==> src/rtl/note_lookahead_buffer_pkg.sv <==
// Shared constants for the note lookahead buffer and its display consumer.
// Field offsets describe the {past,current,future} buffer word.
package note_lookahead_buffer_pkg;

    localparam int NOTE_W          = 6;
    localparam int LOOKAHEAD_DEPTH = 4;
    localparam int NOTE_REST       = 0;

    localparam int FUTURE_LSB  = 0;
    localparam int CURRENT_LSB = NOTE_W;
    localparam int PAST_LSB    = 2 * NOTE_W;
    localparam int BUF_W       = 3 * NOTE_W;

    function automatic int count_w(input int depth);
        return $clog2(depth) + 1;
    endfunction

endpackage

==> src/rtl/note_fifo.sv <==
// Synchronous lookahead FIFO; count is the only full/empty source.
// Pointers wrap naturally because DEPTH is a power of two.
module note_fifo
    import note_lookahead_buffer_pkg::*;
#(
    parameter int WIDTH = NOTE_W,
    parameter int DEPTH = LOOKAHEAD_DEPTH,
    localparam int AW = $clog2(DEPTH),
    localparam int CW = count_w(DEPTH)
) (
    input  logic             clk,
    input  logic             rst_n,
    input  logic             push,
    input  logic             pop,
    input  logic [WIDTH-1:0] din,
    output logic [WIDTH-1:0] head,
    output logic [CW-1:0]    count,
    output logic             full,
    output logic             empty
);

    logic [WIDTH-1:0] mem_q [DEPTH];
    logic [AW-1:0]    wr_ptr_q, wr_ptr_d;
    logic [AW-1:0]    rd_ptr_q, rd_ptr_d;
    logic [CW-1:0]    count_q, count_d;
    logic             do_push, do_pop;

    assign full  = (count_q == CW'(DEPTH));
    assign empty = (count_q == '0);
    assign count = count_q;
    assign head  = mem_q[rd_ptr_q];

    always_comb begin
        do_push  = push & ~full;
        do_pop   = pop & ~empty;
        wr_ptr_d = do_push ? wr_ptr_q + 1'b1 : wr_ptr_q;
        rd_ptr_d = do_pop ? rd_ptr_q + 1'b1 : rd_ptr_q;
        count_d  = count_q;
        unique case ({do_push, do_pop})
            2'b10:   count_d = count_q + 1'b1;
            2'b01:   count_d = count_q - 1'b1;
            default: count_d = count_q;
        endcase
    end

    always_ff @(posedge clk or negedge rst_n) begin
        if (!rst_n) begin
            wr_ptr_q <= '0;
            rd_ptr_q <= '0;
            count_q  <= '0;
        end else begin
            wr_ptr_q <= wr_ptr_d;
            rd_ptr_q <= rd_ptr_d;
            count_q  <= count_d;
        end
    end

    always_ff @(posedge clk) begin
        if (do_push) begin
            mem_q[wr_ptr_q] <= din;
        end
    end

endmodule

==> src/rtl/note_lookahead_buffer.sv <==
// Past/current/future note window fed by a lookahead FIFO, shadowed
// into a frame-stable buffer that only loads while vsync is low.
module note_lookahead_buffer #(
    parameter int NOTE_W = note_lookahead_buffer_pkg::NOTE_W,
    parameter int DEPTH  = note_lookahead_buffer_pkg::LOOKAHEAD_DEPTH,
    localparam int CW = note_lookahead_buffer_pkg::count_w(DEPTH)
) (
    input  logic                clk,
    input  logic                reset,
    input  logic                in_valid,
    input  logic [NOTE_W-1:0]   in_note,
    output logic                in_ready,
    input  logic                advance,
    input  logic                vsync,
    output logic [3*NOTE_W-1:0] buffer,
    output logic                frame_update,
    output logic [CW-1:0]       count,
    output logic                underrun
);

    import note_lookahead_buffer_pkg::NOTE_REST;

    localparam logic [NOTE_W-1:0] REST = NOTE_W'(NOTE_REST);

    logic                push, pop, full, empty;
    logic [NOTE_W-1:0]   head, future;
    logic [NOTE_W-1:0]   past_q, past_d;
    logic [NOTE_W-1:0]   current_q, current_d;
    logic                underrun_q, underrun_d;
    logic [3*NOTE_W-1:0] live;
    logic [3*NOTE_W-1:0] buffer_q, buffer_d;
    logic                frame_update_q, frame_update_d;

    // in_ready depends only on the registered count, never on advance
    assign in_ready = ~full;
    assign push     = in_valid & in_ready;
    assign pop      = advance & ~empty;
    assign future   = empty ? REST : head;
    assign live     = {past_q, current_q, future};

    note_fifo #(
        .WIDTH (NOTE_W),
        .DEPTH (DEPTH)
    ) u_fifo (
        .clk   (clk),
        .rst_n (reset),
        .push  (push),
        .pop   (pop),
        .din   (in_note),
        .head  (head),
        .count (count),
        .full  (full),
        .empty (empty)
    );

    always_comb begin
        past_d         = past_q;
        current_d      = current_q;
        underrun_d     = underrun_q;
        buffer_d       = buffer_q;
        frame_update_d = 1'b0;
        if (advance) begin
            past_d    = current_q;
            current_d = future;
            if (empty) begin
                underrun_d = 1'b1;
            end
        end
        if (!vsync) begin
            buffer_d       = live;
            frame_update_d = (live != buffer_q);
        end
    end

    always_ff @(posedge clk or negedge reset) begin
        if (!reset) begin
            past_q         <= REST;
            current_q      <= REST;
            underrun_q     <= 1'b0;
            buffer_q       <= '0;
            frame_update_q <= 1'b0;
        end else begin
            past_q         <= past_d;
            current_q      <= current_d;
            underrun_q     <= underrun_d;
            buffer_q       <= buffer_d;
            frame_update_q <= frame_update_d;
        end
    end

    assign buffer       = buffer_q;
    assign frame_update = frame_update_q;
    assign underrun     = underrun_q;

endmodule

==> config.mk <==
export PLATFORM = sky130hd
export DESIGN_NAME = note_lookahead_buffer
export DESIGN_NICKNAME = d
export VERILOG_FILES = /design/src/rtl/note_lookahead_buffer_pkg.sv /design/src/rtl/note_fifo.sv /design/src/rtl/note_lookahead_buffer.sv
export SDC_FILE = /design/constraint.sdc
export NUM_CORES = 1
export LEC_CHECK = 0
export BUFFER_PORTS_ARGS = -buffer_cell sky130_fd_sc_hd__buf_2
export CAP_MARGIN = 30
export CORE_MARGIN = 2
export CORE_UTILIZATION = 40
export CTS_CLUSTER_SIZE = 24
export DETAILED_ROUTE_END_ITERATION = 12
export SLEW_MARGIN = 20
export SYNTH_ARGS = -nofsm -noshare
export SYNTH_HDL_FRONTEND = slang
export SYNTH_SLANG_ARGS = --single-unit
==> constraint.sdc <==
create_clock -name clk -period 2.2 [get_ports clk]
set_clock_uncertainty 0.2 [all_clocks]
set_input_delay 0.33 -clock clk [delete_from_list [all_inputs] [get_ports clk]]
set_output_delay 0.33 -clock clk [all_outputs]
set_load 0.01 [all_outputs]
==> results.tsv <==
metric	value	unit
cp_max_fo	5	
slew_headroom	65.6	%
cts_max_level	3	
hold_viol	0	
cts_sinks	63	
die_h	87.0	um
num_io_pins	35	
end_kind	register	
required	2.22	ns
post-dp-hpwl	3510	um
syn_nets	227	
powerDensity	1420	nW/um^2
dr.pass1.iters	4	
cp-start-kind	register	
grt_pass1_vias	1725	
setup_tns	0	ns
ys_seq_area_share	61.6	%
synth_top_area_share	35.5	%
post-route-drc-count	0	
synth_edf_count	24	
synth_top_family_by_area	multiplexers	
drt_wl_total	5200	um
grt_pass1_wl	8690	um
synthTopCellsByCount	dfrtp_1 (39), edfxtp_1 (24), nand2_1 (21), o21ai_0 (20), xor2_1 (15)	
maxCapViolations	0	
synth_cell_types	33	
place_congestion	0.831	
portBuffers	34	
numCtsBuffers	9	
critPathLaunch	u_fifo.count[2]	
grt_max_degree	40	
met1_usage	19.4	%
cpMostUsedCell	xor2_1	
leakage	1.49	nW
grt_usage	15.6	%
cts_root_buf	clkbuf_8	
min_path_type	in -> reg	
synth_fa_ha_area_share	3.00	%
synthMuxAreaShare	11.5	%
synth_flop_cell	dfrtp_1	
hold_start	advance	
cp.arrival	2.11	ns
layout-drive-gt1-share	30.9	%
drv_slew	0	
slowest_stage	dfrtp_2	
final_nets	277	
fin_crit	2.08	ns
synthSimpleGateAreaFrac	8.05	%
initial_core_util	41.0	%
path_class	reg -> reg	
synth.most_common_cell	dfrtp_1	
synth_seq_cells	63	
grt_use_met2	24.3	%
yosysTopAreaCell	dfrtp_1	
syn_avg_cell_area	13.1	um^2
fmax	0.480	GHz
vias_per_cell	4.98	
status	complete, no violations	
die_x	87.0	um
r2r-start	u_fifo.count[2]	
min_period_over_period	94.7	%
synthXorXnorAreaFrac	6.05	%
netlist_area	2750	um^2
ys_async_sr_fraction	61.9	%
clk_latency	0.34	ns
vias	1718	
dr.first_iter.drc_count	118	
critPathBufInv	1	
critPathTopFamily	simple AND/OR/NAND/NOR gates	
vdd_drop_max	627	uV
ys_warn_count	0	
synth_cells	210	
rsz0062_at_grt	false	
synth_compound_area_share	6.41	%
area_growth	21.4	%
setup-violations-final	0	
ys_top_cells_by_area	dfrtp_1 (35%), edfxtp_1 (26%), mux2_2 (4.9%)	
ant_nets	0	
core_area	6720	um^2
std_cell_rows	30	
antenna_cells	0	
num-fill-cells	585	
grt_overflow_total	0	
antenna_found_initial	0	
wire_per_inst	15.1	um
final_util	49.7	%
max_stage_delay	0.44	ns
cts.reportedPaths.clkPinSlew	0.06	ns
worst_slew_pin_slew	0.516	ns
crit_path_cell_trace	or3_1 > and2_4 > ha_4 > inv_2 > fa_2 > xor2_1 > nor2_1 > xor2_1	
clk_path_buf_depth	2	
die_area	7560	um^2
gr-usage-met3	6.07	%
cts_tree	yes	
grt-busiest-layer	met2	
## registers in the layout, summed over array words and instances (netlist names)
name             cells
u_fifo.mem_q        24
buffer              18
current_q            6
past_q               6
u_fifo.count         3
u_fifo.rd_ptr_q      2
u_fifo.wr_ptr_q      2
frame_update         1
underrun             1
## logic make-up (layout without fill, tap and decap cells)
logic type / Yosys count / after routing
AO/OA/AOI/OAI: 29 / 29
XOR/XNOR: 19 / 19
multiplexers: 24 / 24
flip-flops: 63 / 63
AND/OR/NAND/NOR: 47 / 47
buffers and inverters: 22 / 77
adder cells (fa/ha/maj): 6 / 6
## report_power, final
group	switching (mW)	leakage, nW	internal (mW)
logic	0.820	0.686	0.820
clock network	0.426	0.109	0.612
registers	0.403	0.691	1.66
total	1.65	1.49	3.10
## metrics by stage
stage | setup slack (ns) | power [mW] | instances | hold slack [ns] | cell area (um^2)
6_report | 0.117 | 4.74 | 345 | 0.183 | 3340
5_1_grt | 0.00290 | 5.13 | 345 | 0.183 | 3340
4_1_cts | 0.0632 | 4.79 | 344 | 0.172 | 3330
3_5_place_dp | 0.0802 | 3.72 | 321 | 0.224 | 3050
3_3_place_gp | 0.141 | 3.68 | 321 | 0.219 | 3050
2_1_floorplan | -0.0383 | 3.18 | 210 | -0.166 | 2780
## placed cells by master (no fill, tap or decap), types with 7 or more instances in the layout
cell / count
buf_2: 34
buf_4: 7
clkbuf_8: 12
dfrtp_1: 37
dlygate4sd3_1: 7
edfxtp_1: 24
inv_1: 9
mux2_2: 12
mux2i_1: 8
nand2_1: 21
nand3_1: 9
o21ai_0: 20
xor2_1: 15
## layout make-up
class | instances | area (um^2) | share of cell area, %
clock buffers | 13 | 169 | 5.06
clock inverters | 3 | 40.0 | 1.20
inverters | 13 | 51.3 | 1.54
multi-input cells | 125 | 988 | 29.6
flip-flops and latches | 63 | 1700 | 50.9
well taps | 80 | 100 | 3.00
repair buffers | 48 | 293 | 8.76
## timing repair
item / CTS / global route
resized for setup: 0 / 6
hold buffers: 7 / 0
endpoints found under the setup margin: 0 / 1
setup buffers: 0 / 1
endpoints found under the hold margin: 63 / 0
## metal layers
layer	vias up	share of wire (%)	routed length, um
li1	850	-	-
met1	817	46	2410
met2	45	48	2490
met3	6	4.2	218
met4	0	1.4	72
met5	-	0	0
## worst paths after layout
kind	depth (start not counted)	endpoint	slack (ns)
max	8	u_fifo.count[2]	0.12
min	3	u_fifo.rd_ptr_q[0]	0.18
max reg2reg	8	u_fifo.count[2]	0.12
min reg2reg	1	underrun	0.26
max in group asynchronous	3	u_fifo.count[2]	1.04
min in group asynchronous	3	buffer[15]	0.38
## worst reg2reg max path, delay by kind of cell, from the launching register on
kind / cells / cell delay [ns]
xor gates and xnor gates: 2 / 0.28
adders and majority gates: 2 / 0.35
buffers and inverters: 1 / 0.05
DFF: 1 / 0.44
and+or+nand+nor: 3 / 0.64
No activity file was read; power rests on OpenSTA's default activity.
